### src/rtl/div_unit_if.sv
// ---------------------------------------------------------------------------
// div_unit_if
// Handshake and data bundle between the EX stage and the radix-2 divider.
//   start_i    : EX holds a DIV/DIVU (held until the instruction leaves EX)
//   signed_i   : 1 = DIV (two's complement), 0 = DIVU
//   dividend_i : rs operand
//   divisor_i  : rt operand
//   annul_i    : flush/exception in EX, aborts the current operation
//   result_o   : {remainder (HI), quotient (LO)}
//   ready_o    : result_o valid
//   stall_o    : stall request towards the hazard unit
// Modports: master = EX stage side, slave = divider side.
// ---------------------------------------------------------------------------
interface div_unit_if #(
  parameter int WIDTH = 32
);
  logic                 start_i;
  logic                 signed_i;
  logic [WIDTH-1:0]     dividend_i;
  logic [WIDTH-1:0]     divisor_i;
  logic                 annul_i;
  logic [2*WIDTH-1:0]   result_o;
  logic                 ready_o;
  logic                 stall_o;

  modport master (
    output start_i, signed_i, dividend_i, divisor_i, annul_i,
    input  result_o, ready_o, stall_o
  );

  modport slave (
    input  start_i, signed_i, dividend_i, divisor_i, annul_i,
    output result_o, ready_o, stall_o
  );
endinterface

### src/rtl/div_unit.sv
// ---------------------------------------------------------------------------
// div_unit
// Multi-cycle radix-2 restoring divider for DIV/DIVU in the EX stage.
// Produces {HI,LO} = {remainder, quotient} for the HI/LO register and holds
// the pipeline through stall_o while the division is in flight.
//   clk : rising-edge clock
//   rst : synchronous, active-high reset
//   bus : div_unit_if.slave (start/signed/operands/annul in,
//         result/ready/stall out)
// Signed operations divide magnitudes and fix signs up at the end:
// quotient negative when operand signs differ, remainder follows dividend.
// ---------------------------------------------------------------------------
module div_unit #(
  parameter int WIDTH = 32
) (
  input  logic       clk,
  input  logic       rst,
  div_unit_if.slave  bus
);

  localparam int CW = $clog2(WIDTH + 1);
  localparam logic [CW-1:0] CNT_LAST = CW'(WIDTH);

  typedef enum logic [1:0] {
    S_IDLE   = 2'd0,
    S_BYZERO = 2'd1,
    S_ON     = 2'd2,
    S_END    = 2'd3
  } state_t;

  state_t               state_q;
  logic [CW-1:0]        cnt_q;
  // {partial remainder (WIDTH+1 bits), dividend/quotient (WIDTH bits)}
  logic [2*WIDTH:0]     part_q;
  logic [WIDTH-1:0]     dvs_q;
  logic                 sgn_q;
  logic                 dvd_neg_q;
  logic                 q_neg_q;
  // Set on accept and cleared once start_i drops, so one instruction is
  // never accepted twice.
  logic                 hold_q;
  logic [2*WIDTH-1:0]   result_q;
  logic                 ready_q;

  logic                 accept_d;
  logic                 a_neg_d;
  logic                 b_neg_d;
  logic [WIDTH-1:0]     a_abs_d;
  logic [WIDTH-1:0]     b_abs_d;
  logic [2*WIDTH:0]     shift_d;
  logic [WIDTH:0]       trial_d;
  logic [2*WIDTH:0]     step_d;
  logic [WIDTH-1:0]     quot_d;
  logic [WIDTH-1:0]     rem_d;
  logic [WIDTH-1:0]     dvd_orig_d;

  // Accept decision, operand magnitudes, one restoring step and sign fix-up.
  always_comb begin
    accept_d = (state_q == S_IDLE) && bus.start_i && !bus.annul_i && !hold_q;

    a_neg_d = bus.signed_i & bus.dividend_i[WIDTH-1];
    b_neg_d = bus.signed_i & bus.divisor_i[WIDTH-1];
    if (a_neg_d) begin
      a_abs_d = {WIDTH{1'b0}} - bus.dividend_i;
    end else begin
      a_abs_d = bus.dividend_i;
    end
    if (b_neg_d) begin
      b_abs_d = {WIDTH{1'b0}} - bus.divisor_i;
    end else begin
      b_abs_d = bus.divisor_i;
    end

    // Shift left, trial-subtract from the upper half; a clear top bit of the
    // difference means it did not go negative, so keep it and set the q bit.
    shift_d = {part_q[2*WIDTH-1:0], 1'b0};
    trial_d = shift_d[2*WIDTH:WIDTH] - {1'b0, dvs_q};
    if (!trial_d[WIDTH]) begin
      step_d = {trial_d, shift_d[WIDTH-1:1], 1'b1};
    end else begin
      step_d = shift_d;
    end

    if (q_neg_q) begin
      quot_d = {WIDTH{1'b0}} - part_q[WIDTH-1:0];
    end else begin
      quot_d = part_q[WIDTH-1:0];
    end
    if (sgn_q && dvd_neg_q) begin
      rem_d = {WIDTH{1'b0}} - part_q[2*WIDTH-1:WIDTH];
    end else begin
      rem_d = part_q[2*WIDTH-1:WIDTH];
    end

    // Divide-by-zero reports the original dividend bits; undo the magnitude.
    if (dvd_neg_q) begin
      dvd_orig_d = {WIDTH{1'b0}} - part_q[WIDTH-1:0];
    end else begin
      dvd_orig_d = part_q[WIDTH-1:0];
    end
  end

  // Divider FSM with registered result/ready.
  always_ff @(posedge clk) begin
    if (rst) begin
      state_q   <= S_IDLE;
      cnt_q     <= {CW{1'b0}};
      part_q    <= {(2*WIDTH+1){1'b0}};
      dvs_q     <= {WIDTH{1'b0}};
      sgn_q     <= 1'b0;
      dvd_neg_q <= 1'b0;
      q_neg_q   <= 1'b0;
      hold_q    <= 1'b0;
      result_q  <= {(2*WIDTH){1'b0}};
      ready_q   <= 1'b0;
    end else begin
      if (accept_d) begin
        hold_q <= 1'b1;
      end else if (!bus.start_i) begin
        hold_q <= 1'b0;
      end else begin
        hold_q <= hold_q;
      end

      case (state_q)
        S_IDLE: begin
          ready_q <= 1'b0;
          if (accept_d) begin
            part_q    <= {{(WIDTH+1){1'b0}}, a_abs_d};
            dvs_q     <= b_abs_d;
            sgn_q     <= bus.signed_i;
            dvd_neg_q <= a_neg_d;
            q_neg_q   <= a_neg_d ^ b_neg_d;
            cnt_q     <= {CW{1'b0}};
            if (bus.divisor_i == {WIDTH{1'b0}}) begin
              state_q <= S_BYZERO;
            end else begin
              state_q <= S_ON;
            end
          end else begin
            state_q <= S_IDLE;
          end
        end

        S_BYZERO: begin
          if (bus.annul_i) begin
            state_q <= S_IDLE;
            ready_q <= 1'b0;
          end else begin
            result_q <= {dvd_orig_d, {WIDTH{1'b1}}};
            ready_q  <= 1'b1;
            state_q  <= S_END;
          end
        end

        S_ON: begin
          if (bus.annul_i) begin
            state_q <= S_IDLE;
            ready_q <= 1'b0;
          end else if (cnt_q == CNT_LAST) begin
            result_q <= {rem_d, quot_d};
            ready_q  <= 1'b1;
            state_q  <= S_END;
          end else begin
            part_q <= step_d;
            cnt_q  <= cnt_q + CW'(1);
          end
        end

        S_END: begin
          if (bus.annul_i || !bus.start_i) begin
            state_q <= S_IDLE;
            ready_q <= 1'b0;
          end else begin
            state_q <= S_END;
            ready_q <= 1'b1;
          end
        end

        default: begin
          state_q <= S_IDLE;
          ready_q <= 1'b0;
        end
      endcase
    end
  end

  // stall_o must be combinational so the very first EX cycle is held.
  assign bus.stall_o  = accept_d || (state_q == S_BYZERO) || (state_q == S_ON);
  assign bus.result_o = result_q;
  assign bus.ready_o  = ready_q;

endmodule

### src/flat_wrapper.sv
// flat-port wrapper written by rule: the top's interface ports become plain ports
module div_unit_flat 
#(
  parameter int WIDTH = 32
)
  (clk, rst, bus_start_i, bus_signed_i, bus_dividend_i, bus_divisor_i, bus_annul_i, bus_result_o, bus_ready_o, bus_stall_o);
  div_unit_if #(.WIDTH(WIDTH)) bus_i ();
  input  logic clk;
  input  logic rst;
  input wire logic [$bits(bus_i.start_i)-1:0] bus_start_i;
  input wire logic [$bits(bus_i.signed_i)-1:0] bus_signed_i;
  input wire logic [$bits(bus_i.dividend_i)-1:0] bus_dividend_i;
  input wire logic [$bits(bus_i.divisor_i)-1:0] bus_divisor_i;
  input wire logic [$bits(bus_i.annul_i)-1:0] bus_annul_i;
  output wire logic [$bits(bus_i.result_o)-1:0] bus_result_o;
  output wire logic [$bits(bus_i.ready_o)-1:0] bus_ready_o;
  output wire logic [$bits(bus_i.stall_o)-1:0] bus_stall_o;
  assign bus_i.start_i = bus_start_i;
  assign bus_i.signed_i = bus_signed_i;
  assign bus_i.dividend_i = bus_dividend_i;
  assign bus_i.divisor_i = bus_divisor_i;
  assign bus_i.annul_i = bus_annul_i;
  assign bus_result_o = bus_i.result_o;
  assign bus_ready_o = bus_i.ready_o;
  assign bus_stall_o = bus_i.stall_o;
  div_unit #(.WIDTH(WIDTH)) u_core (.clk(clk), .rst(rst), .bus(bus_i));
endmodule
### config.mk
export PLATFORM = sky130hd
export DESIGN_NAME = div_unit_flat
export DESIGN_NICKNAME = d
export VERILOG_FILES = /design/src/rtl/div_unit_if.sv /design/src/rtl/div_unit.sv /design/src/flat_wrapper.sv
export SDC_FILE = /design/constraint.sdc
export NUM_CORES = 1
export LEC_CHECK = 0
export ABC_AREA = 1
export BUFFER_PORTS_ARGS = -buffer_cell sky130_fd_sc_hd__buf_2
export CORE_MARGIN = 5
export CORE_UTILIZATION = 40
export DETAILED_ROUTE_END_ITERATION = 7
export PLACE_DENSITY = 0.62
export SKIP_LAST_GASP = 1
export SLEW_MARGIN = 25
export SYNTH_ARGS = -nofsm -noshare
export SYNTH_HDL_FRONTEND = slang
export SYNTH_SLANG_ARGS = --single-unit
export TNS_END_PERCENT = 100
### constraint.sdc
create_clock -name clk -period 2.93 [get_ports clk]
set_input_delay 0.4395 -clock clk [delete_from_list [all_inputs] [get_ports clk]]
set_output_delay 0.4395 -clock clk [all_outputs]
set_load 0.005 [all_outputs]
==> results of run 1 <==
==> power groups by stage <==
stage                     combinational, W  sequential [W]  clock (W)
after floorplan                    0.00119         0.00252          0
after global placement             0.00177         0.00254          0
after detailed placement           0.00176         0.00255          0
after CTS                          0.00177         0.00249    0.00230
after global routing               0.00200         0.00250    0.00241
final                              0.00181         0.00250    0.00228
==> final timing paths <==
kind | cells after the start | endpoint | slack [ns] | startpoint
min reg2reg | 2 | u_core.hold_q | 0.46 | u_core.hold_q
max | 16 | u_core.part_q[44] | 0.28 | u_core.part_q[31]
min | 3 | u_core.hold_q | 0.28 | bus_start_i
max reg2reg | 16 | u_core.part_q[44] | 0.28 | u_core.part_q[31]
==> sequential cells by signal, summed over array words and instances (netlist names) <==
| register | flops |
|---|---|
| u_core.q_neg_q | 1 |
| u_core.dvd_neg_q | 1 |
| u_core.part_q | 64 |
| u_core.sgn_q | 1 |
| u_core.bus.ready_o | 1 |
| u_core.cnt_q | 6 |
| u_core.dvs_q | 32 |
| u_core.hold_q | 1 |
| u_core.state_q | 2 |
| u_core.bus.result_o | 64 |
==> area by class of cell <==
| class | count | area, um2 | area share, % |
|---|---|---|---|
| clock inverters | 11 | 108.9 | 0.6917 |
| well taps | 455 | 569.3 | 3.618 |
| inverters | 356 | 1336 | 8.492 |
| multi-input cells | 1777 | 8747 | 55.59 |
| repair buffers | 181 | 1061 | 6.742 |
| flip-flops and latches | 173 | 3463 | 22.01 |
| clock buffers | 21 | 450.4 | 2.862 |
==> layer usage <==
layer	vias to the layer above	share of wire, %	global-route usage (%)
met5	-	0	0
li1	7982	-	-
met1	7224	49	40.70
met4	0	1.8	6.061
met3	53	7.7	3.667
met2	623	42	39.34
==> cells in the mapped netlist, types with 3 or more instances <==
cell        n
nand3_1   208
o21ai_0   171
nand3b_1   17
nor2_1    215
buf_1       3
a21oi_1   245
o221ai_1    6
nor4_1      4
o21ai_1     9
nor3_1     33
and2_1      3
inv_2       8
buf_2      18
clkbuf_1   70
o211ai_1   22
a31oi_1    19
o21bai_1    6
dfxtp_1   173
nand2_2     5
ha_1       42
nand2_4     6
nand4_1    35
xnor2_1    16
nand2_1   641
buf_6       4
inv_1     347
buf_4       4
nand3_2     3
xor2_1     44
==> kinds of logic after synthesis <==
logic type	share of synthesized area, %
xor gates and xnor gates	3.754
adders and majority gates	3.897
buffers and inverters	12.78
and+or+nand+nor	36.06
AOI/OAI and AO/OA	18.76
DFF	24.74
==> per-stage QoR <==
stage               utilization (%)  power (W)  hold WS, ns  cell area, um2
global placement              43.94   0.004313       0.4445           15180
global route                  45.56   0.006917       0.2873           15740
detailed placement            43.94   0.004308       0.4501           15180
floorplan                         -   0.003709       0.4367           14000
CTS                           45.56   0.006568       0.2499           15740
finish                        45.56   0.006584       0.2754           15740
==> worst min-delay path, cell delays in order <==
cell and delay, ns:
buf_2 0.12, nand2_1 0.06, a21oi_1 0.05
==> reports/qor.txt, run 1 <==
crit path cell chain: inv_1, ha_1, fa_1, inv_1, nand2_1, nand2_1, nand3_1, nand2_2, nand2_2, nand2_4, nand2_4, nand3_2, nand2_4, nand2_1, nand3_1, a21oi_1
Seq pwr share: 37.9%
area leader, netlist: dfxtp_1
GRT Overall Usage: 26.55%
Post-CTS Resized: 0
initial antenna violation count: 0
total wire length: 52.88 mm
nets@finish: 2618
postcts setup bufs: 0
TritonCTS clock tree: built
port buffer count: 134
Finish-stage setup viols: 0
Cell Count, Final, Fillers Out: 2974
drt via density: 5.340
Pins Over Slew Limit: 0
Max H-tree Level: 4
crit-path max FO: 16
largest net degree at the start of global routing: 85
Post-Syn Nets: 2518
fillers: 3797
die area: 0.03883 mm2
startpoint types: register
Yosys top cell area share: 24.74%
worst setup margin: 0.2848 ns
total grt overflow: 0
Worst EP required: 3.31 ns
Switch Pwr: 0.002411 W
Worst Tran Pin Value: 0.6510 ns
Yosys reg bits: 173
Rows: 68
Ports: 135
Post-synth EDFFs: 0
Area Growth Syn to Fin: 12.42%
Post-Route Setup TNS: 0 ns
Comb pwr share: 27.5%
Max-Cap Viols: 0
Initial DRC Count: 1488
Worst-path clk slew: 0.07 ns
Clk network pwr share: 34.6%
Post-synth top flop: dfxtp_1
Max Root-Sink Buffers: 2
Residual DRC: 0
CP Capture Type: register
Die Y-Extent: 197.1 um
cell count after synthesis: 2406
vias in the first global route: 14580
Slew HR: 56.55%
RD Place Congestion: 0.9911
WL per Instance: 17.78 um
Area contributors post-synth: dfxtp_1, nand2_1, inv_1
# clock sinks: 173
min-delay worst type: input port to register
antenna-violating nets left: 0
worst-skew pair later-pin latency: 0.46 ns
Leak: 7.923 nW
Ant. Diodes: 0
commonest non-fill, non-tap cell in the layout: nand2_1
WP data arrival: 3.02 ns
Crit Path Class: register to register
DP Worst Slack: 0.3292 ns
Internal Dissipation: 0.004173 W
Initial Utilization: 40.52%
CTS Hold Bufs: 0
Max rail drop VDD: 0.0004518 V
Cell Area, Synth: 0.01400 mm2
Synth cell types: 50
Max Freq: 378.0 MHz
Final min period: 2.645 ns
DR vias: 15880
cell family with most CP delay: simple AND/OR/NAND/NOR gates
most frequent cells in the layout: nand2_1, inv_1, a21oi_1
core area: 0.03454 mm2
DR pass1 iterations: 5
Fin. Hold Viols: 0
RSZ-0062 raised after global routing: false
Ys Warns: 0
layout cell share with drive strength beyond 1: 9.726%
sequential-to-total area share from yosys stat: 24.74%
Switching Fraction: 36.62%
CTS buffer count: 17
clock skew: 0.01696 ns
die width: 197.1 um
CP peak stage delay: 0.45 ns
clk root buf: clkbuf_16
outcome: finished clean
WP buf/inv: 2
DP HPWL: 41.54 mm
Worst path slowest cell: fa_1
Mean Syn Cell Area: 5.818 um2
placed cells: 2942
Final period util: 90.28%
first-pass GRT wire length: 82.08 mm
Synth async-reset ratio: 0%
Pwr per Cell Area: 418.4 mW/mm2
Note: power is estimated with default switching activity, not from simulation.
==> run 2, diff against run 1 <==
- CTS_BUF_LIST: not set -> sky130_fd_sc_hd__clkbuf_4 sky130_fd_sc_hd__clkbuf_8
- SKIP_CTS_REPAIR_TIMING: not set -> 1
==> run 2 against run 1 <==
Against the previous run:
- die area is the same
- final cell count is the same
- largest cell class unchanged
- utilization shrank 0.52 points
- cell area shrank 1.1%
- critical endpoint unchanged
- global-route usage is essentially flat
- non-clock buffer count is the same
- count of clock-buffer cells in the layout is the same
- sequential share of layout area grew 0.25 points
- combinational power is essentially flat
- critical path depth is the same
==> reports/qor.txt, run 2 (synthesis results as in run 1) <==
Comb pwr share: 29.9% (+2.4 points)
die width: 197.1 um (unchanged)
GRT met2 Usage: 39.74% (+0.39 points)
Worst-path clk slew: 0.10 ns (+0.03 ns)
RSZ-0062 raised after global routing: false
total wire length: 52.92 mm (about the same)
WP data arrival: 3.09 ns (+0.07 ns)
Reg2Reg Setup Slack: 0.27 ns (about the same)
outcome: finished clean
DR vias: 15870 (-0.10%)
Hold Path Cell Cnt: 3 (unchanged)
Seq pwr share: 41.3% (+3.4 points)
DP HPWL: 41.54 mm (unchanged)
Max-Cap Viols: 0 (unchanged)
TritonCTS clock tree: built
Initial Utilization: 40.52% (unchanged)
Max Freq: 376.6 MHz (-0.38%)
Clk network pwr share: 28.8% (-5.8 points)
nets@finish: 2618 (unchanged)
Fin. Hold Viols: 0 (unchanged)
Worst path slowest cell: fa_1
cell family with most CP delay: simple AND/OR/NAND/NOR gates
Ports: 135 (unchanged)
crit path cell chain: inv_1, ha_1, fa_1, inv_1, nand2_1, nand2_1, nand3_1, nand2_2, nand2_2, nand2_4, nand2_4, nand3_2, nand2_4, nand2_1, nand3_1, a21oi_1
drt via density: 5.335 (-0.10%)
FF+latch area: 0.003463 mm2 (unchanged)
GRT busiest layer: met1
Max H-tree Level: 4 (unchanged)
startpoint types: register
WP buf/inv: 2 (unchanged)
total grt overflow: 0 (unchanged)
largest net degree at the start of global routing: 85 (unchanged)
worst r2r src: u_core.part_q[31]
min-delay worst type: input port to register
Crit Path Class: register to register
Switching Fraction: 38.82% (+2.2 points)
Residual DRC: 0 (unchanged)
CP Capture Type: register
worst-skew pair later-pin latency: 0.52 ns (+0.06 ns)
fin util: 45.03% (-0.52 points)
GRT met3 Usage: 3.872% (+0.20 points)
core area: 0.03454 mm2 (unchanged)
antenna-violating nets left: 0 (unchanged)
# clock sinks: 173 (unchanged)
Finish-stage setup viols: 0 (unchanged)
Pwr per Cell Area: 388.9 mW/mm2 (-7.1%)
critical hold path startpoint: bus_start_i
Switch Pwr: 0.002348 W (-2.6%)
RD Place Congestion: 0.9911 (unchanged)
Reg2Reg Depth: 16 (unchanged)
Slew HR: 56.57% (about the same)
Die Y-Extent: 197.1 um (unchanged)
DR pass1 iterations: 6 (+1)
Final period util: 90.62% (+0.34 points)
worst setup path startpoint: u_core.part_q[31]
Max rail drop VDD: 0.0002813 V (-38%)
Leak: 7.846 nW (-0.97%)
Worst EP required: 3.36 ns (+0.05 ns)
crit-path max FO: 16 (unchanged)
port buffer count: 134 (unchanged)
Initial DRC Count: 1512 (+1.6%)
R2R Path End: u_core.part_q[44]
Area Growth Syn to Fin: 11.14%
commonest non-fill, non-tap cell in the layout: nand2_1
met1 usage: 40.62% (-0.073 points)
clk root buf: clkbuf_8
CTS buffer count: 17 (unchanged)
layout cell share with drive strength beyond 1: 9.845% (+0.12 points)
fillers: 3820 (+0.61%)
Internal Dissipation: 0.003701 W (-11%)
hold worst-path end: u_core.hold_q
GRT Overall Usage: 26.54% (about the same)
Post-Route Setup TNS: 0 ns (unchanged)
initial antenna violation count: 0 (unchanged)
most frequent cells in the layout: nand2_1, inv_1, a21oi_1
die area: 0.03883 mm2 (unchanged)
vias in the first global route: 14530 (-0.38%)
Final min period: 2.655 ns (+0.01005 ns)
CP peak stage delay: 0.44 ns (about the same)
Rows: 68 (unchanged)
Worst Tran Pin Value: 0.6508 ns (-0.0001806 ns)
area of the multi-input gates: 0.008747 mm2 (unchanged)
first-pass GRT wire length: 81.97 mm (-0.13%)
Pins Over Slew Limit: 0 (unchanged)
DP Worst Slack: 0.3292 ns (unchanged)
WL per Instance: 17.79 um (about the same)
Max Root-Sink Buffers: 2 (unchanged)
Ant. Diodes: 0 (unchanged)
clock skew: 0.02922 ns (+0.01226 ns)
worst setup margin: 0.2747 ns (-0.01005 ns)
## run 2: cell counts in the layout (fill, tap and decap cells not counted)
Identical to the previous run, type by type.
## run 2: worst reg2reg max path: stages (launching register included)
cell     delay (ns)
dfxtp_1        0.38
inv_1          0.11
ha_1           0.22
fa_1           0.44
inv_1          0.12
nand2_1        0.06
nand2_1        0.07
nand3_1        0.08
nand2_2        0.12
nand2_2        0.08
nand2_4        0.07
nand2_4        0.07
nand3_2        0.26
nand2_4        0.18
nand2_1        0.11
nand3_1        0.07
a21oi_1        0.15
## run 2: worst max path at each step
stage	end	slack (ns)	depth (start not counted)
after floorplan	u_core.part_q[54]	0.68	18
after global placement	u_core.part_q[32]	0.39	16
after detailed placement	u_core.part_q[44]	0.33	16
after CTS	u_core.part_q[44]	0.28	16
after global routing	u_core.part_q[39]	0.06	15
final	u_core.part_q[44]	0.27	16
## run 2: through the flow
step	hold slack [ns]	power, W	cell area, um2	cells
final	0.2210	0.006049	15560	2974
after global routing	0.2158	0.006378	15560	2974
after CTS	0.1795	0.006030	15560	2974
after detailed placement	0.4501	0.004308	15180	2942
after global placement	0.4445	0.004313	15180	2942
after floorplan	0.4367	0.003709	14000	2406
## run 2: cell type report
cell class                 count  area share (%)
sequential                   173           22.26
timing repair buffer         181           6.821
inverter                     356           8.590
multi-input combinational   1777           56.23
clock buffer                  21           1.737
clock inverter                11          0.6997
tap                          455           3.660
## run 2: power by group through the flow
stage	Combinational [W]	Clock (W)	Sequential, W
final	0.00181	0.00175	0.00250
after global routing	0.00200	0.00187	0.00250
after CTS	0.00177	0.00176	0.00249
after detailed placement	0.00176	0	0.00255
after global placement	0.00177	0	0.00254
after floorplan	0.00119	0	0.00252
## run 2: routing by layer
| metal | wire (um) | share of wire [%] | up-vias |
|---|---|---|---|
| met5 | 0 | 0 | - |
| met4 | 667 | 1.3 | 0 |
| met3 | 3882 | 7.3 | 41 |
| met2 | 22460 | 42 | 567 |
| met1 | 25910 | 49 | 7277 |
| li1 | - | - | 7981 |
==> run 3, diff against run 2 <==
- ABC_AREA: 1 -> 0
==> run 3 against run 2 <==
Against the previous run:
- the run now ends with negative setup slack left
- count of clock-buffer cells in the layout down 3
- register-to-register slack worse by 0.58 ns
- first-iteration DRC count down 23%
- maximum frequency down 18%
- critical path depth down 5
==> reports/qor.txt, run 3 <==
Synth async-reset ratio: 0% (unchanged)
total power: 0.005755 W (-4.9%)
first-pass GRT wire length: 61.05 mm (-26%)
placed cells: 2205 (-25%)
Yosys top cell area share: 29.46% (+4.7 points)
port buffer count: 134 (unchanged)
Post-Syn Nets: 1707 (-32%)
nets@finish: 1962 (-25%)
RD Place Congestion: 0.9321 (-6.0%)
clk root buf: clkbuf_8
Fin. Hold Viols: 0 (unchanged)
Pins Over Slew Limit: 0 (unchanged)
Compound-Gate Fraction of Synth Area: 24.68% (+5.9 points)
area leader, netlist: dfxtp_1
largest family of logic cells by synthesized area: compound AO/OA/AOI/OAI gates
DR vias: 12420 (-22%)
Max-Cap Viols: 0 (unchanged)
hold slack: 0.2342 ns (+0.01315 ns)
die width: 181.4 um (-7.9%)
Initial Utilization: 40.74% (+0.22 points)
commonest non-fill, non-tap cell in the layout: nand2_1
Worst Tran Pin Value: 0.9335 ns (+0.2827 ns)
Ports: 135 (unchanged)
Area contributors post-synth: dfxtp_1, nand2_1, xor2_1
cell count after synthesis: 1595 (-34%)
Worst EP required: 3.31 ns (-0.05 ns)
Crit Path Class: register to register
RSZ-0062 raised after global routing: true
Worst-path clk slew: 0.12 ns (+0.02 ns)
post-synthesis simple-gate area fraction: 21.60% (-14 points)
GRT met2 Usage: 33.18% (-6.6 points)
crit-path max FO: 4 (-12)
Finish-stage setup viols: 7 (+7)
Cell Count, Final, Fillers Out: 2247 (-24%)
largest net degree at the start of global routing: 126 (+48%)
Pwr per Cell Area: 383.7 mW/mm2 (-1.3%)
fin util: 51.98% (+6.9 points)
GRT busiest layer: met1
clock skew: 0.02616 ns (-0.003054 ns)
Residual DRC: 0 (unchanged)
Leak: 5.992 nW (-24%)
critical hold path startpoint: bus_start_i
# clock sinks: 173 (unchanged)
Max rail drop VDD: 0.0002457 V (-13%)
WL per Instance: 17.31 um (-2.7%)
Post-synth top flop: dfxtp_1
worst-skew pair later-pin latency: 0.50 ns (-0.02 ns)
Post-Synth XOR/XNOR Area: 12.37% (+8.6 points)
sequential-to-total area share from yosys stat: 29.46% (+4.7 points)
Post-Route Setup TNS: -0.9760 ns (-0.9760 ns)
min-delay worst type: input port to register
total grt overflow: 0 (unchanged)
outcome: complete, but fails checks
startpoint types: register
layout cell share with drive strength beyond 1: 25.01% (+15 points)
DR pass1 iterations: 5 (-1)
total wire length: 38.91 mm (-26%)
worst setup margin: -0.3007 ns (-0.5755 ns)
Max Root-Sink Buffers: 2 (unchanged)
failing checks: negative setup slack
initial antenna violation count: 0 (unchanged)
worst setup path startpoint: u_core.part_q[1]
worst r2r src: u_core.part_q[1]
Initial DRC Count: 1160 (-23%)
Final min period: 3.231 ns (+0.5755 ns)
die area: 0.03292 mm2 (-15%)
Slew HR: 37.77% (-19 points)
Cell Area, Synth: 0.01176 mm2 (-16%)
Die Y-Extent: 181.4 um (-7.9%)
Final period util: 110.3% (+20 points)
CP Capture Type: register
Mean Syn Cell Area: 7.371 um2 (+27%)
Synth cell types: 69 (+38%)
Ys Warns: 0 (unchanged)
antenna-violating nets left: 0 (unchanged)
drt via density: 5.528 (+3.6%)
Max Freq: 309.5 MHz (-18%)
CTS buffer count: 17 (unchanged)
GRT met3 Usage: 2.961% (-0.91 points)
TritonCTS clock tree: built
Rows: 62 (-8.8%)
Post-synth EDFFs: 0 (unchanged)
Yosys reg bits: 173 (unchanged)
Area Growth Syn to Fin: 27.58%
Post-Synth Adder-Cell Area: 4.640% (+0.74 points)
count leader, synth: nand2_1
Max H-tree Level: 4 (unchanged)
post-synthesis mux area share: 1.628% (+1.6 points)
DP HPWL: 29.74 mm (-28%)
Synth top cells by count: nand2_1, dfxtp_1, nor2_1
WP data arrival: 3.61 ns (+0.52 ns)
core area: 0.02886 mm2 (-16%)
Ant. Diodes: 0 (unchanged)
vias in the first global route: 11290 (-22%)
GRT Overall Usage: 22.50% (-4.0 points)
most frequent cells in the layout: nand2_1, buf_4, dfxtp_1
met1 usage: 34.26% (-6.4 points)
run 3: cell count changes after synthesis, sizes merged, moves of 57 or more:
| cell | change |
|---|---|
| a211oi | +63 |
| a21oi | -110 |
| inv | -298 |
| nand2 | -415 |
| nand3 | -187 |
| nor2 | -69 |
| o21ai | -65 |
| xnor2 | +57 |
run 3: layout make-up:
cell class / count / area [um2]
Multi-Input combinational cell: 1249 / 8024
Fill cell: 2851 / 13860
Clock inverter: 14 / 148.9
Inverter: 57 / 216.5
Tap cell: 384 / 480.5
Sequential cell: 173 / 3472
Timing Repair Buffer: 352 / 2411
Clock buffer: 18 / 247.7
run 3: metal layers:
| layer | share of wire (%) | vias to the layer above |
|---|---|---|
| li1 | - | 6145 |
| met1 | 49 | 5836 |
| met2 | 43 | 389 |
| met3 | 5.9 | 52 |
| met4 | 2.2 | 0 |
| met5 | 0 | - |
run 3: metrics by stage:
stage | setup WS [ns] | cell area, um2
floorplan | -0.2074 | 11820
global placement | -0.2331 | 14170
detailed placement | -0.2706 | 14170
CTS | -0.2759 | 14570
global route | -0.3480 | 15000
finish | -0.3007 | 15000
run 3: where the power goes:
part / switching, W / internal, W / total [W] / leakage [nW]
clock network: 0.00106 / 0.000656 / 0.00172 / 0.191
registers: 0.0000632 / 0.00243 / 0.00250 / 1.41
logic: 0.000866 / 0.000675 / 0.00154 / 4.39
total: 0.00199 / 0.00376 / 0.00576 / 5.99
run 3: path summary, 6_finish.rpt:
check                            end  cells past startpoint  slack, ns
min reg2reg  u_core.bus.result_o[35]                      2       0.45
min                    u_core.hold_q                      2       0.23
max          u_core.bus.result_o[58]                     11      -0.30
max reg2reg  u_core.bus.result_o[58]                     11      -0.30
run 3: cell families after synthesis:
group,count (synthesis)
AND/OR/NAND/NOR,557
AO/OA/AOI/OAI,464
multiplexers,19
adder cells (fa/ha/maj),43
XOR/XNOR,166
flip-flops,173
buffers and inverters,173
run 3: worst max-delay path, stage by stage, from the launching register on:
cell,delay [ns]
dfxtp_2,0.34
inv_2,0.07
ha_4,0.13
or4b_4,0.47
or4_4,0.44
or4b_4,0.52
or3_4,0.35
or4_4,0.45
nand2_4,0.08
xnor2_2,0.06
o211ai_2,0.14
a21oi_1,0.08
